--- config.mk ---
export PLATFORM = sky130hd
export DESIGN_NAME = core_tile_seq
export DESIGN_NICKNAME = d
export VERILOG_FILES = /design/src/rtl/core_pkg.sv /design/src/rtl/core_tile_seq_counter.sv /design/src/rtl/core_tile_seq.sv
export SDC_FILE = /design/constraint.sdc
export NUM_CORES = 1
export LEC_CHECK = 0
export CORE_MARGIN = 4
export CORE_UTILIZATION = 55
export DETAILED_ROUTE_END_ITERATION = 10
export PLACE_DENSITY_LB_ADDON = 0.05
export SYNTH_ARGS = -nofsm -noshare
export SYNTH_HDL_FRONTEND = slang
export SYNTH_SLANG_ARGS = --single-unit
--- constraint.sdc ---
create_clock -name clk -period 7.6 [get_ports clk]
set_input_delay 1.14 -clock clk [delete_from_list [all_inputs] [get_ports clk]]
set_output_delay 1.14 -clock clk [all_outputs]
set_load 0.02 [all_outputs]
--- src/rtl/core_pkg.sv ---
// Shared types for the core tile sequencer.
// States, psum SRAM source select and execution modes.
package core_pkg;

  typedef enum logic [2:0] {
    IDLE,
    W_RD,
    W_LOAD,
    X_RD,
    EXEC,
    DRAIN,
    ACC,
    DONE
  } state_t;

  typedef enum logic [1:0] {
    ACC_RD,
    ACC_WB,
    ACC_CLR
  } acc_ph_t;

  localparam logic [1:0] PMEM_OFIFO = 2'd0;
  localparam logic [1:0] PMEM_SFP   = 2'd1;
  localparam logic [1:0] PMEM_EXT   = 2'd2;

  localparam logic EXEC_WS = 1'b0;
  localparam logic EXEC_OS = 1'b1;

endpackage

--- src/rtl/core_tile_seq_counter.sv ---
// Loadable up-counter with a terminal-count flag.
// tc is high while count equals last.
module seq_counter #(
  parameter int W = 4
) (
  input  logic         clk,
  input  logic         reset,
  input  logic         ld,
  input  logic [W-1:0] din,
  input  logic         en,
  input  logic [W-1:0] last,
  output logic [W-1:0] count,
  output logic         tc
);

  always_ff @(posedge clk or negedge reset) begin
    if (!reset) begin
      count <= '0;
    end else if (ld) begin
      count <= din;
    end else if (en) begin
      count <= count + W'(1);
    end
  end

  assign tc = (count == last);

endmodule

--- src/rtl/core_tile_seq.sv ---
// Autonomous tile sequencer for the systolic core (WS / OS schedules).
// Define CORE_TILE_SEQ_PERF_EN to add perf_cycles / perf_stall counters.
import core_pkg::*;

module core_tile_seq #(
  parameter int ROW    = 8,
  parameter int COL    = 8,
  parameter int ADDR_W = 11,
  parameter int KIJ_W  = 4,
  parameter int NX_W   = 6
) (
  input  logic              clk,
  input  logic              reset,
  input  logic              start,
  input  logic              cfg_mode,
  input  logic              cfg_relu,
  input  logic [KIJ_W-1:0]  cfg_num_kij,
  input  logic [NX_W-1:0]   cfg_num_x,
  input  logic [ADDR_W-1:0] cfg_xbase,
  input  logic [ADDR_W-1:0] cfg_wbase,
  input  logic [ADDR_W-1:0] cfg_pbase,
  input  logic [ADDR_W-1:0] cfg_obase,
  input  logic              ofifo_valid,
  input  logic              abort,
  output logic              xmem_cen,
  output logic              xmem_wen,
  output logic              xw_mode,
  output logic [ADDR_W-1:0] xmem_addr,
  output logic              l0_wr,
  output logic              l0_rd,
  output logic              load,
  output logic              execute,
  output logic              ififo_wr,
  output logic              ofifo_rd,
  output logic              pmem_cen,
  output logic              pmem_wen,
  output logic [ADDR_W-1:0] pmem_waddr,
  output logic [ADDR_W-1:0] pmem_raddr,
  output logic [1:0]        pmem_mode,
  output logic              sfp_reset,
  output logic              relu_en,
  output logic              execution_mode,
  output logic              busy,
  output logic              done
`ifdef CORE_TILE_SEQ_PERF_EN
  ,
  output logic [31:0]       perf_cycles,
  output logic [31:0]       perf_stall
`endif
);

  localparam int CW = $clog2((1 << NX_W) + ROW + COL);

  state_t  state, state_nxt;
  acc_ph_t acc_ph, acc_ph_nxt;

  logic              mode_q, relu_q;
  logic [KIJ_W-1:0]  nkij_q;
  logic [NX_W-1:0]   nx_q;
  logic [ADDR_W-1:0] xb_q, wb_q, pb_q, ob_q;
  logic              l0_wr_q, ififo_wr_q, sfp_clr_q;
  logic              acc_clr;

  logic [CW-1:0]    r_cnt, r_last;
  logic [NX_W-1:0]  n_cnt, o_cnt;
  logic [KIJ_W-1:0] k_cnt;
  logic r_tc, n_tc, k_tc, o_tc;
  logic r_clr, r_en, n_clr, n_en;
  logic k_clr, k_en, o_clr, o_en;

  logic accept, kill;
  logic [ADDR_W-1:0] w_off, p_off;

  assign accept = start && (state == IDLE);
  assign kill   = abort && (state != IDLE);
  assign w_off  = ADDR_W'(k_cnt) * ADDR_W'(ROW);
  assign p_off  = ADDR_W'(k_cnt) * ADDR_W'(nx_q);

  seq_counter #(.W(CW)) u_r (
    .clk(clk), .reset(reset), .ld(r_clr), .din('0),
    .en(r_en), .last(r_last), .count(r_cnt), .tc(r_tc)
  );

  seq_counter #(.W(NX_W)) u_n (
    .clk(clk), .reset(reset), .ld(n_clr), .din('0),
    .en(n_en), .last(nx_q - NX_W'(1)), .count(n_cnt), .tc(n_tc)
  );

  seq_counter #(.W(KIJ_W)) u_k (
    .clk(clk), .reset(reset), .ld(k_clr), .din('0),
    .en(k_en), .last(nkij_q - KIJ_W'(1)), .count(k_cnt), .tc(k_tc)
  );

  seq_counter #(.W(NX_W)) u_o (
    .clk(clk), .reset(reset), .ld(o_clr), .din('0),
    .en(o_en), .last(nx_q - NX_W'(1)), .count(o_cnt), .tc(o_tc)
  );

  always_ff @(posedge clk or negedge reset) begin
    if (!reset) begin
      state      <= IDLE;
      acc_ph     <= ACC_RD;
      l0_wr_q    <= 1'b0;
      ififo_wr_q <= 1'b0;
      sfp_clr_q  <= 1'b1;
      mode_q     <= 1'b0;
      relu_q     <= 1'b0;
      nkij_q     <= '0;
      nx_q       <= '0;
      xb_q       <= '0;
      wb_q       <= '0;
      pb_q       <= '0;
      ob_q       <= '0;
    end else begin
      state      <= state_nxt;
      acc_ph     <= acc_ph_nxt;
      l0_wr_q    <= !kill && ((state == W_RD && !mode_q) || state == X_RD);
      ififo_wr_q <= !kill && state == W_RD && mode_q;
      sfp_clr_q  <= kill;
      if (accept) begin
        mode_q <= cfg_mode;
        relu_q <= cfg_relu;
        nkij_q <= cfg_num_kij;
        nx_q   <= cfg_num_x;
        xb_q   <= cfg_xbase;
        wb_q   <= cfg_wbase;
        pb_q   <= cfg_pbase;
        ob_q   <= cfg_obase;
      end
    end
  end

  always_comb begin
    r_last = '0;
    case (state)
      W_RD:    r_last = CW'(ROW - 1);
      W_LOAD:  r_last = CW'(ROW + COL - 1);
      X_RD:    r_last = CW'(nx_q) - CW'(1);
      EXEC:    r_last = CW'(nx_q) + CW'(ROW + COL - 1);
      default: r_last = '0;
    endcase
  end

  always_comb begin
    state_nxt  = state;
    acc_ph_nxt = acc_ph;
    r_clr = 1'b0; r_en = 1'b0;
    n_clr = 1'b0; n_en = 1'b0;
    k_clr = 1'b0; k_en = 1'b0;
    o_clr = 1'b0; o_en = 1'b0;
    xmem_cen   = 1'b1;
    xw_mode    = 1'b0;
    xmem_addr  = '0;
    l0_rd      = 1'b0;
    load       = 1'b0;
    execute    = 1'b0;
    ofifo_rd   = 1'b0;
    pmem_cen   = 1'b1;
    pmem_wen   = 1'b1;
    pmem_waddr = '0;
    pmem_raddr = '0;
    pmem_mode  = PMEM_OFIFO;
    relu_en    = 1'b0;
    acc_clr    = 1'b0;
    done       = 1'b0;
    case (state)
      IDLE: begin
        if (start) begin
          r_clr = 1'b1; n_clr = 1'b1;
          k_clr = 1'b1; o_clr = 1'b1;
          acc_ph_nxt = ACC_RD;
          if (cfg_num_kij == '0 || cfg_num_x == '0)
            state_nxt = DONE;
          else
            state_nxt = W_RD;
        end
      end
      W_RD: begin
        xmem_cen  = 1'b0;
        xw_mode   = 1'b1;
        xmem_addr = wb_q + w_off + ADDR_W'(r_cnt);
        r_en = 1'b1;
        if (r_tc) begin
          r_clr = 1'b1;
          state_nxt = mode_q ? X_RD : W_LOAD;
        end
      end
      W_LOAD: begin
        load  = 1'b1;
        l0_rd = 1'b1;
        r_en  = 1'b1;
        if (r_tc) begin
          r_clr = 1'b1;
          state_nxt = X_RD;
        end
      end
      X_RD: begin
        xmem_cen  = 1'b0;
        xmem_addr = xb_q + ADDR_W'(r_cnt);
        r_en = 1'b1;
        if (r_tc) begin
          r_clr = 1'b1;
          state_nxt = EXEC;
        end
      end
      EXEC: begin
        execute = 1'b1;
        l0_rd   = 1'b1;
        r_en    = 1'b1;
        if (r_tc) begin
          r_clr = 1'b1;
          // OS keeps partial sums in the array across kij
          if (!mode_q || k_tc) begin
            state_nxt = DRAIN;
          end else begin
            k_en = 1'b1;
            state_nxt = W_RD;
          end
        end
      end
      DRAIN: begin
        if (ofifo_valid) begin
          ofifo_rd   = 1'b1;
          pmem_cen   = 1'b0;
          pmem_wen   = 1'b0;
          pmem_waddr = pb_q + (mode_q ? '0 : p_off) + ADDR_W'(n_cnt);
          n_en = 1'b1;
          if (n_tc) begin
            n_clr = 1'b1;
            if (mode_q) begin
              state_nxt = DONE;
            end else if (k_tc) begin
              k_clr = 1'b1;
              o_clr = 1'b1;
              acc_ph_nxt = ACC_RD;
              state_nxt  = ACC;
            end else begin
              k_en = 1'b1;
              state_nxt = W_RD;
            end
          end
        end
      end
      ACC: begin
        case (acc_ph)
          ACC_RD: begin
            pmem_cen   = 1'b0;
            pmem_raddr = pb_q + p_off + ADDR_W'(o_cnt);
            k_en = 1'b1;
            if (k_tc) begin
              k_clr = 1'b1;
              acc_ph_nxt = ACC_WB;
            end
          end
          ACC_WB: begin
            pmem_cen   = 1'b0;
            pmem_wen   = 1'b0;
            pmem_mode  = PMEM_SFP;
            pmem_waddr = ob_q + ADDR_W'(o_cnt);
            relu_en    = relu_q;
            acc_ph_nxt = ACC_CLR;
          end
          ACC_CLR: begin
            acc_clr    = 1'b1;
            acc_ph_nxt = ACC_RD;
            if (o_tc) begin
              o_clr = 1'b1;
              state_nxt = DONE;
            end else begin
              o_en = 1'b1;
            end
          end
          default: acc_ph_nxt = ACC_RD;
        endcase
      end
      DONE: begin
        done = 1'b1;
        state_nxt = IDLE;
      end
      default: state_nxt = IDLE;
    endcase
    if (kill) begin
      state_nxt  = IDLE;
      acc_ph_nxt = ACC_RD;
      r_clr = 1'b1; n_clr = 1'b1;
      k_clr = 1'b1; o_clr = 1'b1;
      r_en  = 1'b0; n_en  = 1'b0;
      k_en  = 1'b0; o_en  = 1'b0;
    end
  end

  assign xmem_wen       = 1'b1;
  assign l0_wr          = l0_wr_q;
  assign ififo_wr       = ififo_wr_q;
  assign sfp_reset      = sfp_clr_q | acc_clr;
  assign busy           = (state != IDLE) && (state != DONE);
  assign execution_mode = busy ? mode_q : EXEC_WS;

`ifdef CORE_TILE_SEQ_PERF_EN
  always_ff @(posedge clk or negedge reset) begin
    if (!reset) begin
      perf_cycles <= '0;
      perf_stall  <= '0;
    end else if (accept) begin
      perf_cycles <= '0;
      perf_stall  <= '0;
    end else begin
      if (busy && perf_cycles != '1)
        perf_cycles <= perf_cycles + 32'd1;
      if (state == DRAIN && !ofifo_valid && perf_stall != '1)
        perf_stall <= perf_stall + 32'd1;
    end
  end
`endif

endmodule

Word level (Yosys, flattened, before mapping)
Index checks and enable logic that the tools add are counted.
Widths: inputs -> output; s select.
{"block": "totals", "mem_bits_ro": 0, "output_inout_bits": 51, "latchBits": 0, "wordCells": 185, "n_memories": 0, "ramBits": 0, "regBits": 87, "input_bits": 61}
{"block": "classes", "addsub": 16, "multipliers": 1, "reduce_logical": 28, "div": 0, "magnitude_cmp": 0, "mux": 96, "n_eq_ne": 26, "bitwise_logic": 1, "shifts": 0}
{"cell": "$mux 1", "count": 49}
{"cell": "$mux 11", "count": 4}
{"cell": "$pmux 11 s2", "count": 2}
{"cell": "$mux 3", "count": 14}
{"cell": "$ne 3x3->1 const B", "count": 12}
{"cell": "$add 11x6->11", "count": 3}
{"cell": "$add 11x7->11", "count": 3}
{"cell": "$pmux 7 s4", "count": 1}
{"cell": "$mux 6", "count": 4}
{"cell": "$pmux 3 s8", "count": 1}
{"cell": "$add 11x10->11", "count": 2}
{"cell": "$mux 2", "count": 7}
{"cell": "$mux 7", "count": 2}
{"cell": "$add 6x1->6 const B", "count": 2}
{"cell": "$eq 3x3->1 const B", "count": 4}
{"cell": "$eq 6x6->1", "count": 2}
{"cell": "$mul 4x6->10", "count": 1}
{"cell": "$mux 10", "count": 1}
{"cell": "$pmux 1 s3", "count": 3}
{"cell": "$reduce_and 9->1", "count": 1}
{"cell": "$mux 4", "count": 2}
{"cell": "$pmux 1 s2", "count": 4}
{"cell": "$reduce_bool 2->1", "count": 4}
{"cell": "$add 6x4->7 const B", "count": 1}
{"cell": "27 further kinds", "count": 39}

Depth between registers and ports, before layout
{"block": "depth", "depth_word": 10, "ltp_mapped": 22, "depth_no_buf": 21}

Cells and area by module
Synthesis repeated with hierarchy kept, for this count alone.
{"block": "hier_totals", "cells_unflattened": 840, "area_unflattened_um2": 7786.2}
{"mod": "core_tile_seq", "instances": 1, "area_each_um2": 6344.8, "cells_each": 686, "seq_area_each_um2": 1602.8}
{"mod": "seq_counter (u_n ...)", "instances": 2, "area_each_um2": 386.6, "cells_each": 42, "seq_area_each_um2": 150.1}
{"mod": "seq_counter (u_r)", "instances": 1, "area_each_um2": 424.2, "cells_each": 47, "seq_area_each_um2": 175.2}
{"mod": "seq_counter (u_k)", "instances": 1, "area_each_um2": 244.0, "cells_each": 23, "seq_area_each_um2": 100.1}

Worst setup path before layout
No wires, ideal clock.
{"block": "synth_path", "path_kind": "reg2out", "start": "reg nx_q[0]", "end": "out pmem_waddr[10]", "t_required_ps": 6460, "stages_incl_launch_ff": 18, "arrival_time_ps": 4761, "setup_slack_ps": 1699, "path_buffers": 1, "path_cell_list": "dfrtp_1 > clkbuf_1 > nand2_1 > fa_1 > inv_1 > fa_1 > inv_1 > fa_1 > nor2_1 > fa_1 > ha_1 > a21oi_1 > o21bai_1 > a2111oi_0 > nor3_1 > a31oi_1 > xnor2_1 > o22ai_1"}
{"block": "synth_between", "elab_chain_len": 6}
{"item": "start: declaration", "line": "core_tile_seq.sv:59", "rtl": "logic [NX_W-1:0] nx_q;"}
{"item": "start signal: assignment", "line": "core_tile_seq.sv:124", "rtl": "nx_q <= cfg_num_x;"}
{"item": "$mul 4x6->10", "line": "core_tile_seq.sv:77", "rtl": "assign p_off = ADDR_W'(k_cnt) * ADDR_W'(nx_q);"}
{"item": "$mux 10", "line": "core_tile_seq.sv:226", "rtl": "pmem_waddr = pb_q + (mode_q ? '0 : p_off) + ADDR_W'(n_cnt);"}
{"item": "$add 11x10->11", "line": "core_tile_seq.sv:226"}
{"item": "$add 11x6->11", "line": "core_tile_seq.sv:226"}
{"item": "$mux 11", "line": "core_tile_seq.sv:222", "rtl": "if (ofifo_valid) begin"}
{"item": "$pmux 11 s2", "line": "core_tile_seq.sv:166", "rtl": "case (state)"}
{"item": "end: declaration", "line": "core_tile_seq.sv:37", "rtl": "output logic [ADDR_W-1:0] pmem_waddr,"}
No other way between the ends.

Worst setup path in the final report
Ends and elaborated chain as after synthesis.

==> flow_metrics.py <==
metrics = {
    "run_status": {
        "outcome": "finished clean",
    },
    "yosys": {
        "yosysSeqAreaShare_pct": 28.6,
        "synth_cells": 817,
        "synth_area_per_cell_sq_um": 9.33,
        "synth_nets": 978,
        "synth_top_flop_cell": "dfrtp_1",
        "synth_edf_count": 0,
        "async_flop_share_pct": 100,
        "synth_area_sq_mm": 0.00762,
        "yosysWarnings": 0,
        "yosysUniqueCellTypes": 74,
        "ys_ff_latch": 87,
    },
    "min_path": {
        "hp-class": "register to register",
    },
    "timing": {
        "fin_crit_sh_pct": 90.8,
        "hold_slack_ps": 508,
        "relSlewSlack_pct": 7.83,
        "rsz0062_at_grt": "no",
        "finalSetupViolCount": 0,
        "hold_violations": 0,
        "fin_skew_ps": 6.37,
        "fmax_mhz": 145,
        "layout_min_cycle_time_ps": 6900,
        "maxSlewViolCount": 0,
        "worst_pin_slew_ps": 1380,
        "finalSetupTns_ps": 0,
    },
    "critical_path": {
        "start_kind": "register",
        "critical_path_class": "register to output pin",
        "path_max_fanout": 11,
        "worst_setup_path_end_kind": "output pin",
        "r2r_slack_ps": 3530,
        "cp.required_ps": 6460,
        "arrival_ps": 5760,
    },
    "routing": {
        "wire_per_inst_um": 17.4,
        "antenna_left": 0,
        "drt_iter0_drc": 567,
        "routed_wl_um": 18900,
        "viasPerCell": 5.84,
        "dr_total_vias": 6357,
        "drt-pass1-iter-count": 5,
        "drcViolationCount": 0,
    },
    "layout": {
        "final_layout_size_suffix_gt1_share_pct": 8.87,
        "area_delta_synth_final_pct": 19.9,
        "antennaDiodeCount": 0,
        "fillers": 1124,
        "multi_input_area_sq_mm": 0.00503,
        "fin_nets": 1070,
        "ff_latch_area_sq_mm": 0.00218,
    },
    "power_and_ir_drop": {
        "p_leak_nw": 4.11,
        "cellPowerDensity_mw_per_mm2": 345,
        "vdd_drop_max_v": 0.000214,
        "p_total_mw": 3.15,
    },
    "grt": {
        "grt_pass1_vias": 6541,
        "grt.total_usage_pct": 24.3,
        "grt-ovfl-total": 0,
        "antenna_found_initial": 0,
        "grt_max_degree": 69,
        "grt_pass1_wl_um": 31400,
    },
    "floorplan": {
        "die_h_um": 126,
        "ios": 112,
        "die_x_um": 126,
        "initial_core_util_pct": 56.9,
        "rows": 42,
        "dieArea_sq_mm": 0.0158,
        "core_sq_mm": 0.0134,
    },
    "clock_tree": {
        "cts_buffer_depth": 2,
        "worstSkewPairLatency_ps": 350,
        "clock-sinks": 87,
        "cts_root_buffer": "clkbuf_16",
        "tritoncts": "built",
        "postCtsHoldBufs": 0,
        "cts_buffers": 9,
        "path_clk_slew_ps": 70,
        "cts_setup_buffers": 0,
        "post_cts_resized": 0,
        "htreeDepth": 3,
    },
    "placement": {
        "dp.final_hpwl_um": 14500,
        "gp_congestion": 0.939,
        "port_buffers": 109,
    },
    "job": {
        "drv_cap": 0,
    },
}
worst max-delay path: stages, from the launching register on:
cell	delay [ps]
dfrtp_1	570
nand2_1	140
fa_1	550
inv_1	60
fa_1	550
inv_1	60
fa_1	580
nor2_1	70
fa_1	460
ha_1	350
a21oi_1	220
o21bai_1	120
a2111oi_0	420
nor3_1	150
a31oi_1	220
xnor2_1	100
o22ai_1	130
clkdlybuf4s50_1	650
where the power goes:
group / leakage, nW / switching (mW) / internal [mW]
clock: 0.159 / 0.192 / 0.321
combinational: 2.86 / 0.912 / 0.834
sequential: 1.09 / 0.254 / 0.642
total: 4.11 / 1.36 / 1.80
worst paths after layout:
check,from,end,depth (start not counted)
max in group asynchronous,reset,xb_q[5]$_DFFE_PN0P_,2
worst min-delay path,relu_q$_DFFE_PN0P_,relu_q$_DFFE_PN0P_,1
worst min register to register,relu_q$_DFFE_PN0P_,relu_q$_DFFE_PN0P_,1
worst max register to register,state[2]$_DFFE_PN0P_,state[1]$_DFFE_PN0P_,10
min in group asynchronous,reset,pb_q[0]$_DFFE_PN0P_,1
worst max-delay path,nx_q[0]$_DFFE_PN0P_,pmem_waddr[10],17
sequential cells by signal, summed over array words and instances, names as in the netlist, 2 cells and up:
signal     cells
xb_q          11
u_k.count      4
nkij_q         4
acc_ph         2
nx_q           6
state          3
ob_q          11
wb_q          11
u_n.count      6
pb_q          11
u_o.count      6
u_r.count      7
through the flow:
step / setup slack, ps / util, % / instance area [sq um] / cells
after detailed placement: 1060 / 65.7 / 8800 / 1074
after floorplan: 1700 / - / 7620 / 817
after global placement: 1150 / 65.7 / 8800 / 1074
final: 699 / 68.2 / 9140 / 1089
after CTS: 683 / 68.2 / 9140 / 1089
after global routing: 325 / 68.2 / 9140 / 1089
layout by cell type, fill, tap and decap left out, types with 7 or more instances in the layout:
cell	synthesis	layout
fa_1	29	29
a21oi_1	35	35
o21ai_0	42	42
ha_1	71	71
nand2b_1	7	7
nor2b_1	11	11
and2_1	24	23
nor3_1	17	17
or2_2	7	7
inv_1	69	69
xor2_1	31	31
xnor2_1	44	44
clkbuf_16	0	9
nor2_1	61	61
a21o_1	15	15
nand4_1	7	7
mux2_2	45	45
or3_1	7	7
o31ai_1	7	7
nand3_1	9	9
nand2_1	53	53
o22ai_1	14	14
o21bai_1	10	10
dfrtp_1	86	86
clkdlybuf4s50_1	0	108
kinds of logic (layout without fill, tap and decap cells):
group,count (synthesis),in the layout,synth area share [%]
and+or+nand+nor,228,228,15.1
AOI/OAI and AO/OA,172,172,15.1
adders and majority gates,101,101,19.4
buffers and inverters,100,196,5.34
DFF,87,87,28.6
xor gates and xnor gates,75,75,8.62
muxes,52,52,7.78
other,2,2,0.0986
cell usage after synthesis, types with 9 or more instances:
cell type | count | area (sq um)
clkbuf_1 | 24 | 90.1
ha_1 | 71 | 888
nand3_1 | 9 | 45.0
inv_1 | 69 | 259
o21bai_1 | 10 | 75.1
fa_1 | 29 | 581
a21oi_1 | 35 | 175
o22ai_1 | 14 | 87.6
mux2_2 | 45 | 507
xor2_1 | 31 | 272
nor3_1 | 17 | 85.1
xnor2_1 | 44 | 385
nor2b_1 | 11 | 68.8
and2_1 | 24 | 150
nand2_1 | 53 | 199
dfrtp_1 | 86 | 2150
o21ai_0 | 42 | 210
a21o_1 | 15 | 113
nor2_1 | 61 | 229
final cells by class:
type | instances | share of cell area [%]
well taps | 176 | 2.41
clock buffers | 10 | 2.51
inverters | 70 | 2.88
multi-input cells | 630 | 55.1
clock inverters | 5 | 1.16
repair buffers | 111 | 12.1
flip-flops and latches | 87 | 23.8
layer usage:
| layer | GRT usage, % | share of wire [%] | vias to the layer above |
|---|---|---|---|
| li1 | - | - | 3021 |
| met1 | 33.8 | 45 | 3078 |
| met5 | 0 | 0 | - |
| met4 | 7.72 | 2.1 | 0 |
| met2 | 39.0 | 47 | 222 |
| met3 | 4.19 | 6.3 | 36 |
No activity file was read; power rests on OpenSTA's default activity.
